[src/rtl/trace_pkg.sv]
// Shared types for the commit trace buffer: record kinds, record payload and drop-count helper.
package trace_pkg;

  localparam int unsigned TR_ADDR_W = 9;
  localparam int unsigned TR_DATA_W = 32;
  localparam int unsigned TR_SEQ_W  = 16;

  typedef enum logic [1:0] {
    TR_NONE = 2'd0,
    TR_REG  = 2'd1,
    TR_MEM  = 2'd2
  } trace_kind_e;

  typedef struct packed {
    trace_kind_e            kind;
    logic [TR_ADDR_W-1:0]   idx;
    logic [TR_DATA_W-1:0]   data;
    logic [TR_SEQ_W-1:0]    seq;
  } trace_rec_t;

  // Saturating add of this cycle's drops onto the running drop count.
  function automatic logic [7:0] drop_sat_add(input logic [7:0] base, input logic [1:0] n);
    logic [8:0] sum;
    sum = {1'b0, base} + 9'(n);
    return sum[8] ? 8'hFF : sum[7:0];
  endfunction

endpackage

[src/rtl/trace_fifo.sv]
// DEPTH-entry record FIFO with two ordered write ports and one read port.
module trace_fifo
  import trace_pkg::*;
#(
  parameter int unsigned DEPTH = 16
) (
  input  logic                         clk,
  input  logic                         reset,
  input  logic                         push0,
  input  trace_rec_t                   push_rec0,
  input  logic                         push1,
  input  trace_rec_t                   push_rec1,
  input  logic                         pop,
  output trace_rec_t                   head_rec,
  output logic [$clog2(DEPTH):0]       count
);

  localparam int unsigned PTR_W = $clog2(DEPTH);
  localparam int unsigned CNT_W = PTR_W + 1;

  trace_rec_t       mem_q [DEPTH];
  trace_rec_t       mem_d [DEPTH];
  logic [PTR_W-1:0] wr_ptr_q, wr_ptr_d;
  logic [PTR_W-1:0] rd_ptr_q, rd_ptr_d;
  logic [CNT_W-1:0] count_q, count_d;
  logic [PTR_W-1:0] wr_ptr_nxt;

  // push1 is only ever asserted together with push0, so slot order follows record order.
  always_comb begin
    mem_d      = mem_q;
    wr_ptr_d   = wr_ptr_q;
    rd_ptr_d   = rd_ptr_q;
    wr_ptr_nxt = wr_ptr_q + PTR_W'(1);
    if (push0) begin
      mem_d[wr_ptr_q] = push_rec0;
      wr_ptr_d        = wr_ptr_nxt;
    end
    if (push1) begin
      mem_d[wr_ptr_nxt] = push_rec1;
      wr_ptr_d          = wr_ptr_q + PTR_W'(2);
    end
    if (pop) begin
      rd_ptr_d = rd_ptr_q + PTR_W'(1);
    end
    count_d = count_q + CNT_W'(push0) + CNT_W'(push1) - CNT_W'(pop);
  end

  always_ff @(posedge clk) begin
    if (reset) begin
      wr_ptr_q <= '0;
      rd_ptr_q <= '0;
      count_q  <= '0;
    end else begin
      wr_ptr_q <= wr_ptr_d;
      rd_ptr_q <= rd_ptr_d;
      count_q  <= count_d;
    end
  end

  // Payload storage needs no reset; an empty FIFO presents a zero head.
  always_ff @(posedge clk) begin
    mem_q <= mem_d;
  end

  assign head_rec = (count_q != '0) ? mem_q[rd_ptr_q] : '0;
  assign count    = count_q;

endmodule

[src/rtl/commit_trace_buffer.sv]
// Turns core write-back and store side effects into sequence-numbered trace records behind a FIFO.
module commit_trace_buffer
  import trace_pkg::*;
#(
  parameter int unsigned DEPTH  = 16,
  parameter int unsigned DATA_W = TR_DATA_W,
  parameter int unsigned ADDR_W = TR_ADDR_W,
  parameter int unsigned SEQ_W  = TR_SEQ_W
) (
  input  logic              clk,
  input  logic              reset,
  input  logic              trace_en,
  input  logic              clear_ovf,
  input  logic              reg_write_sig,
  input  logic [4:0]        reg_num,
  input  logic [DATA_W-1:0] reg_data,
  input  logic              wr,
  input  logic [ADDR_W-1:0] addr,
  input  logic [DATA_W-1:0] wr_data,
  output logic              trace_valid,
  input  logic              trace_ready,
  output logic [1:0]        trace_kind,
  output logic [ADDR_W-1:0] trace_idx,
  output logic [DATA_W-1:0] trace_data,
  output logic [SEQ_W-1:0]  trace_seq,
  output logic              overflow,
  output logic [7:0]        drop_count
);

  localparam int unsigned CNT_W = $clog2(DEPTH) + 1;

  logic [SEQ_W-1:0] seq_q, seq_d;
  logic             overflow_q, overflow_d;
  logic [7:0]       drop_q, drop_d;

  logic             reg_ev, mem_ev, pop;
  logic [1:0]       n_gen, n_push, n_drop;
  logic [CNT_W-1:0] fifo_count, free;
  trace_rec_t       reg_rec, mem_rec, rec0, head_rec;
  logic             push0, push1;

  // Event detection and record formation; writes to x0 are not architectural.
  always_comb begin
    reg_ev = trace_en & reg_write_sig & (reg_num != 5'd0);
    mem_ev = trace_en & wr;
    n_gen  = {1'b0, reg_ev} + {1'b0, mem_ev};

    reg_rec.kind = TR_REG;
    reg_rec.idx  = TR_ADDR_W'(reg_num);
    reg_rec.data = TR_DATA_W'(reg_data);
    reg_rec.seq  = TR_SEQ_W'(seq_q);

    mem_rec.kind = TR_MEM;
    mem_rec.idx  = TR_ADDR_W'(addr);
    mem_rec.data = TR_DATA_W'(wr_data);
    mem_rec.seq  = TR_SEQ_W'(seq_q + SEQ_W'(reg_ev));

    rec0 = reg_ev ? reg_rec : mem_rec;
  end

  // Capacity: a same-cycle pop frees its slot; excess records beyond free space are dropped in order.
  always_comb begin
    pop    = trace_valid & trace_ready;
    free   = CNT_W'(DEPTH) - fifo_count + CNT_W'(pop);
    n_push = (free >= CNT_W'(n_gen)) ? n_gen : free[1:0];
    n_drop = n_gen - n_push;
    push0  = (n_push != 2'd0);
    push1  = (n_push == 2'd2);
  end

  // Seq advances for dropped records too; a drop outranks a same-cycle clear.
  always_comb begin
    seq_d      = seq_q + SEQ_W'(n_gen);
    overflow_d = overflow_q;
    drop_d     = drop_q;
    if (clear_ovf) begin
      overflow_d = 1'b0;
      drop_d     = 8'd0;
    end
    if (n_drop != 2'd0) begin
      overflow_d = 1'b1;
      drop_d     = drop_sat_add(drop_d, n_drop);
    end
  end

  always_ff @(posedge clk) begin
    if (reset) begin
      seq_q      <= '0;
      overflow_q <= 1'b0;
      drop_q     <= 8'd0;
    end else begin
      seq_q      <= seq_d;
      overflow_q <= overflow_d;
      drop_q     <= drop_d;
    end
  end

  trace_fifo #(
    .DEPTH(DEPTH)
  ) u_fifo (
    .clk       (clk),
    .reset     (reset),
    .push0     (push0),
    .push_rec0 (rec0),
    .push1     (push1),
    .push_rec1 (mem_rec),
    .pop       (pop),
    .head_rec  (head_rec),
    .count     (fifo_count)
  );

  assign trace_valid = (fifo_count != '0);
  assign trace_kind  = head_rec.kind;
  assign trace_idx   = ADDR_W'(head_rec.idx);
  assign trace_data  = DATA_W'(head_rec.data);
  assign trace_seq   = SEQ_W'(head_rec.seq);
  assign overflow    = overflow_q;
  assign drop_count  = drop_q;

endmodule

[config.mk]
export PLATFORM = sky130hd
export DESIGN_NAME = commit_trace_buffer
export DESIGN_NICKNAME = d
export VERILOG_FILES = /design/src/rtl/trace_pkg.sv /design/src/rtl/trace_fifo.sv /design/src/rtl/commit_trace_buffer.sv
export SDC_FILE = /design/constraint.sdc
export NUM_CORES = 2
export LEC_CHECK = 0
export ABC_CLOCK_PERIOD_IN_PS = 6610
export CAP_MARGIN = 20
export CORE_MARGIN = 10
export CORE_UTILIZATION = 48
export CTS_BUF_LIST = sky130_fd_sc_hd__clkbuf_4 sky130_fd_sc_hd__clkbuf_8
export CTS_CLUSTER_SIZE = 12
export DETAILED_ROUTE_END_ITERATION = 6
export DONT_BUFFER_PORTS = 1
export GPL_ROUTABILITY_DRIVEN = 0
export GPL_TIMING_DRIVEN = 0
export PLACE_DENSITY = 0.63
export SKIP_CTS_REPAIR_TIMING = 1
export SLEW_MARGIN = 5
export SYNTH_ARGS = -nofsm -noshare
export SYNTH_HDL_FRONTEND = slang
export SYNTH_SLANG_ARGS = --single-unit
[constraint.sdc]
create_clock -name clk -period 6.61 [get_ports clk]
set_input_delay 0.661 -clock clk [delete_from_list [all_inputs] [get_ports clk]]
set_output_delay 0.661 -clock clk [all_outputs]
set_load 0.05 [all_outputs]
Word level (Yosys, flattened, before mapping) --
Index checks and enable logic that the tools add are counted.
Storage, ports and cells: flip-flop bits (word level) 982, input bits 85, word-level logic and storage cells 126
Cells by class: order comparisons 6, multiplexer cells 21, eq/ne operators 1, reduce and logical (&&, ||, !) cells 8, $add $sub $neg 13, bitwise operators 7
Operators with widths (count):
- 944-bit bitwise mux | 2
- 944-bit two-way mux | 2
- 59-bit demux with 4-bit select | 2
- 59-bit two-way mux | 6
- 59-bit binary-select mux with 4-bit select | 1
- 8-bit two-way mux | 3
- 16-bit by 1-bit adder with 16-bit output | 1
- 16-bit by 2-bit adder with 16-bit output | 1
- 5-bit by 1-bit adder with 5-bit output | 3
- 5-bit greater-or-equal comparator (second input constant) | 3
- 4-bit inverter with 5-bit output | 3
- 5-bit by 1-bit less-than comparator with 1-bit output (second input constant) | 2
- 5-bit nonzero test | 2
- 8-bit by 2-bit adder with 9-bit output | 1
- 4-bit by 1-bit adder with 4-bit output (second input constant) | 2
- 4-bit two-way mux | 2
- 2-bit nonzero test | 4
- 5-bit by 2-bit greater-or-equal comparator with 1-bit output | 1
- 5-bit by 1-bit subtractor with 5-bit output | 1
- 5-bit subtractor (first input constant) | 1
- 4-bit by 2-bit adder with 4-bit output (second input constant) | 1
- 1-bit AND | 4
- 1-bit by 1-bit adder with 2-bit output | 1
- 2-bit == test (second input constant) | 1
- other kinds (4) | 6

Logic depth before layout (Yosys ltp) --
word-level depth 9, gate-level depth with buffers 27

Hierarchy --
Synthesis repeated with hierarchy kept, for this count alone.
Unflattened totals: cells, all modules 5462, area, all modules 49829.0 sq um
By module, submodules not included:
- trace_fifo | times used 1, area an instance 47309.1 sq um, cells an instance 5080
- commit_trace_buffer | times used 1, area an instance 2519.9 sq um, cells an instance 382

Least setup slack after synthesis --
Ideal clock, no wire load.
path kind input to register, start input reg_num[0], end register drop_q[3] (netlist: drop_count[3]), stages 25, library setup time 91 ps, data required time 6519 ps, slack 606 ps, buffers on the path 5, arrival time 5913 ps, path through or3_4 -> o311ai_4 -> inv_2 -> buf_2 -> clkbuf_1 -> ha_1 -> ha_1 -> nand2b_1 -> nand2_1 -> clkbuf_1 -> nand3_2 -> buf_6 -> buf_4 -> mux2_2 -> inv_1 -> ha_1 -> inv_1 -> ha_1 -> inv_1 -> fa_1 -> nand2b_1 -> nor3_1 -> nand4_1 -> and3_1 -> a311oi_1
Between the ends: cells in the longest elaborated chain, start to end 9, elaborated cells between the ends (all ways) 10
Ends and longest elaborated chain:
- start, declared | line commit_trace_buffer.sv:15 | input logic [4:0] reg_num,
- 5-bit nonzero test (*) | line commit_trace_buffer.sv:44 | reg_ev = trace_en & reg_write_sig & (reg_num != 5'd0);
- 1-bit AND (*) | line commit_trace_buffer.sv:44
- 1-bit by 1-bit adder with 2-bit output (*) | line commit_trace_buffer.sv:46 | n_gen = {1'b0, reg_ev} + {1'b0, mem_ev};
- 5-bit by 2-bit greater-or-equal comparator with 1-bit output | line commit_trace_buffer.sv:65 | n_push = (free >= CNT_W'(n_gen)) ? n_gen : free[1:0];
- 2-bit two-way mux | line commit_trace_buffer.sv:65
- 2-bit subtractor (*) | line commit_trace_buffer.sv:66 | n_drop = n_gen - n_push;
- 8-bit by 2-bit adder with 9-bit output | line trace_pkg.sv:24 | sum = {1'b0, base} + 9'(n);
- 8-bit two-way mux | line trace_pkg.sv:25 | return sum[8] ? 8'hFF : sum[7:0];
- 8-bit two-way mux (*) | line commit_trace_buffer.sv:80 | if (n_drop != 2'd0) begin
- end signal, assigned | line commit_trace_buffer.sv:94 | drop_q <= drop_d;
- end, declared | line commit_trace_buffer.sv:34 | logic [7:0] drop_q, drop_d;
Every way passes the cells marked *; elsewhere a longest branch is shown, timed or not. A chain may end at the register's enable or synchronous reset.

Worst setup path in the final report --
Same ends and word-level chain as after synthesis.

==> impl_metrics.yaml <==
grt:
  grt_overflow: 0
  grt_usage_pct: 34.8
  antenna_found_initial: 11
  grt_pass1_wl_mm: 304
  grt_max_degree: 17
  grt_pass1_vias: 44200
worst_hold_path:
  hp-class: "in -> reg"
  min_to: "drop_count[5]$_SDFF_PP0_"
  hold_path_depth: 3
  min-delay-start: "clear_ovf"
synth:
  syn_area_um2: 49400
  synth.distinct_cells: 72
  synth-simple-area-share_pct: 10.8
  synth_flop_cell: "dfxtp_1"
  avgSynthCellArea_um2: 9.50
  synth_edf_count: 0
  synth_adder_area_share_pct: 0.795
  synth_seq_cells: 982
  syn_nets: 5321
  yosysMostFrequentCell: "dfxtp_1"
  yosysWarnings: 0
  netlist.area_leader.share_pct: 39.8
  syn_inst: 5207
  yosys-top-cells-area: "dfxtp_1 (40%), mux4_2 (13%), a211oi_1 (9.1%)"
  synth-xor-area-share_pct: 0.833
  synth_top_family_by_area: "compound AO/OA/AOI/OAI gates"
  synth_compound_area_share_pct: 27.0
  synthMuxAreaShare_pct: 15.3
  synthTopCellsByCount: "dfxtp_1 (982), nor2_1 (742), a211oi_1 (599)"
  seq_area_frac_synth_pct: 39.8
  ys_async_sr_fraction_pct: 0
  synth_top_cell_by_area: "dfxtp_1"
timing:
  period_minus_slack_ns: 6.35
  post-route-period-util_pct: 96.0
  postLayoutSetupSlackWorst_ns: 0.264
  relSlewSlack_pct: 10.8
  rsz0062_at_grt: "no"
  slew_viol_final: 0
  fin_skew_ns: 0.0574
  finalSetupViolCount: 0
  max_freq_ghz: 0.158
  worstMarginPinSlew_ns: 1.34
  finalHoldViolations: 0
cells_and_area:
  fin_area_um2: 55200
  drive_above_1_share_pct: 15.7
  areaGrowthSynthToFinish_pct: 11.6
  layout.nets: 5520
detailed_routing:
  vias: 46200
  drt.antenna.violating_nets: 0
  drt-initial-drc-count: 6403
  avgRoutedWirePerCell_um: 30.3
  firstDrtPassIters: 7
  routed_wl_mm: 210
  vias_per_cell: 6.69
  drc: 0
pwr:
  cellLeakagePower_nw: 22.8
  power_density_nw_per_um2: 391
  totalPowerFinal_mw: 21.6
  peakVddDrop_v: 0.000204
floorplanning:
  die_y_um: 341
  core_um2: 102000
  die_area_um2: 116000
  io-pin-count: 154
  start_util_pct: 48.5
  rows: 117
  die_w_um: 341
worst_setup_path:
  path_max_fanout: 12
  start_kind: "input port"
  cp.required_ns: 7.38
  worstReg2RegStart: "u_fifo.count[2]$_SDFF_PP0_"
  rr_worst_depth: 26
  critPathKind: "in -> reg"
  cp.arrival_ns: 7.12
  worstSetupEndpointType: "flop"
  reg2reg_slack_ns: 0.46
  reg2reg_to: "drop_count[3]$_SDFF_PP0_"
clock_network:
  cts_root_buf: "clkbuf_8"
  cts_tree: "built"
  clk_path_buf_depth: 3
  cts_buffers: 172
  clk_latency_ns: 0.92
  htree_num_levels: 4
  cts.reportedPaths.clkPinSlew_ns: 0.06
  cts.sinks: 982
placement:
  port_buffers: 0
  post-place-ws_ns: -1.21
  placed_cell_area_um2: 51400
  hpwl_mm: 150
run_status:
  status: "finished, final reports clean"
flow_run:
  drv_cap: 0
[flip-flops by register name (all words and copies together) (netlist names)]
name / flops
u_fifo.mem_q: 944
seq_q: 16
drop_count: 8
u_fifo.count: 5
u_fifo.rd_ptr_q: 4
u_fifo.wr_ptr_q: 4
overflow: 1
[how the worst max path moves through the flow]
stage	from	end	depth (start not counted)	slack (ns)
2_1_floorplan	reg_num[0]	drop_count[3]$_SDFF_PP0_	25	0.61
3_3_place_gp	reg_num[0]	drop_count[3]$_SDFF_PP0_	25	-1.22
3_5_place_dp	reg_num[0]	drop_count[3]$_SDFF_PP0_	25	-1.21
4_1_cts	reg_num[0]	drop_count[3]$_SDFF_PP0_	25	-0.32
5_1_grt	reg_num[0]	drop_count[3]$_SDFF_PP0_	25	0.06
6_report	reg_num[0]	drop_count[3]$_SDFF_PP0_	25	0.26
[final cells by class]
class / count / area [µm²]
well taps: 1368 / 1710
repair buffers: 26 / 335
fillers: 9352 / 46800
flip-flops and latches: 982 / 19700
clock buffers: 275 / 3430
clock inverters: 27 / 208
diodes: 7 / 17.5
plain buffers: 617 / 2640
inverters: 24 / 90.1
multi-input cells: 3583 / 27100
[worst max-delay path: stages]
cell and delay, ns:
or3_4 0.39, o311ai_4 0.31, buf_12 0.18, inv_2 0.13, buf_2 0.29, clkbuf_1 0.41
ha_1 0.52, ha_1 0.31, nand2b_1 0.11, nand2_1 0.25, nand3_2 0.18, buf_6 0.23
buf_4 0.24, mux2_2 0.42, inv_1 0.09, ha_1 0.23, inv_1 0.10, ha_1 0.18
inv_1 0.06, fa_1 0.42, nand2b_1 0.17, nor3_1 0.36, nand4_1 0.29, and3_1 0.30
a311oi_1 0.25
[power breakdown]
group          switching, mW  leakage [nW]  internal [mW]  total, mW
logic                   4.69          12.9           3.10       7.79
registers              0.656          8.00           7.10       7.76
clock network           2.72          1.94           3.32       6.04
[placed cells by master (no fill, tap or decap), types with 23 or more instances in the layout]
| cell type | synthesis | routed |
|---|---|---|
| mux2i_1 | 58 | 58 |
| a211oi_1 | 599 | 599 |
| buf_4 | 19 | 24 |
| ha_1 | 25 | 25 |
| a22o_1 | 64 | 64 |
| a21o_1 | 593 | 593 |
| and2_1 | 74 | 74 |
| inv_1 | 23 | 23 |
| nand2_1 | 302 | 302 |
| a21oi_1 | 51 | 51 |
| clkbuf_4 | 0 | 57 |
| dfxtp_1 | 982 | 982 |
| nor2b_1 | 27 | 27 |
| o21ai_0 | 274 | 274 |
| nor2_1 | 742 | 742 |
| clkbuf_1 | 377 | 375 |
| xor2_1 | 23 | 23 |
| a211o_1 | 48 | 48 |
| clkbuf_8 | 0 | 218 |
| mux4_2 | 295 | 295 |
| buf_2 | 165 | 166 |
| o211ai_1 | 169 | 169 |
| buf_1 | 51 | 51 |
| xnor2_1 | 24 | 24 |
[metal layers]
| metal | vias up | GRT usage, % | share of wire (%) |
|---|---|---|---|
| met5 | - | 0 | 0.069 |
| met4 | 10 | 18.6 | 6.0 |
| met3 | 775 | 14.3 | 14 |
| met2 | 3264 | 49.8 | 42 |
| met1 | 22600 | 44.3 | 39 |
| li1 | 19600 | - | - |
[logic make-up after synthesis]
logic type | after synthesis
compound gates | 1866
simple gates | 1264
flops | 982
buf+inv | 642
mux | 377
xor+xnor | 47
fa+ha+maj | 29
[metrics by stage]
stage	hold WS [ns]	util, %	instances	setup TNS (ns)
global placement	0.457	50.1	6575	-169.47
detailed placement	0.460	50.4	6588	-58.84
global route	0.0138	54.1	6903	0
CTS	-0.171	53.9	6890	-0.866
finish	0.0281	54.1	6909	0
floorplan	0.444	-	5207	0
No activity file was read; power rests on OpenSTA's default activity.
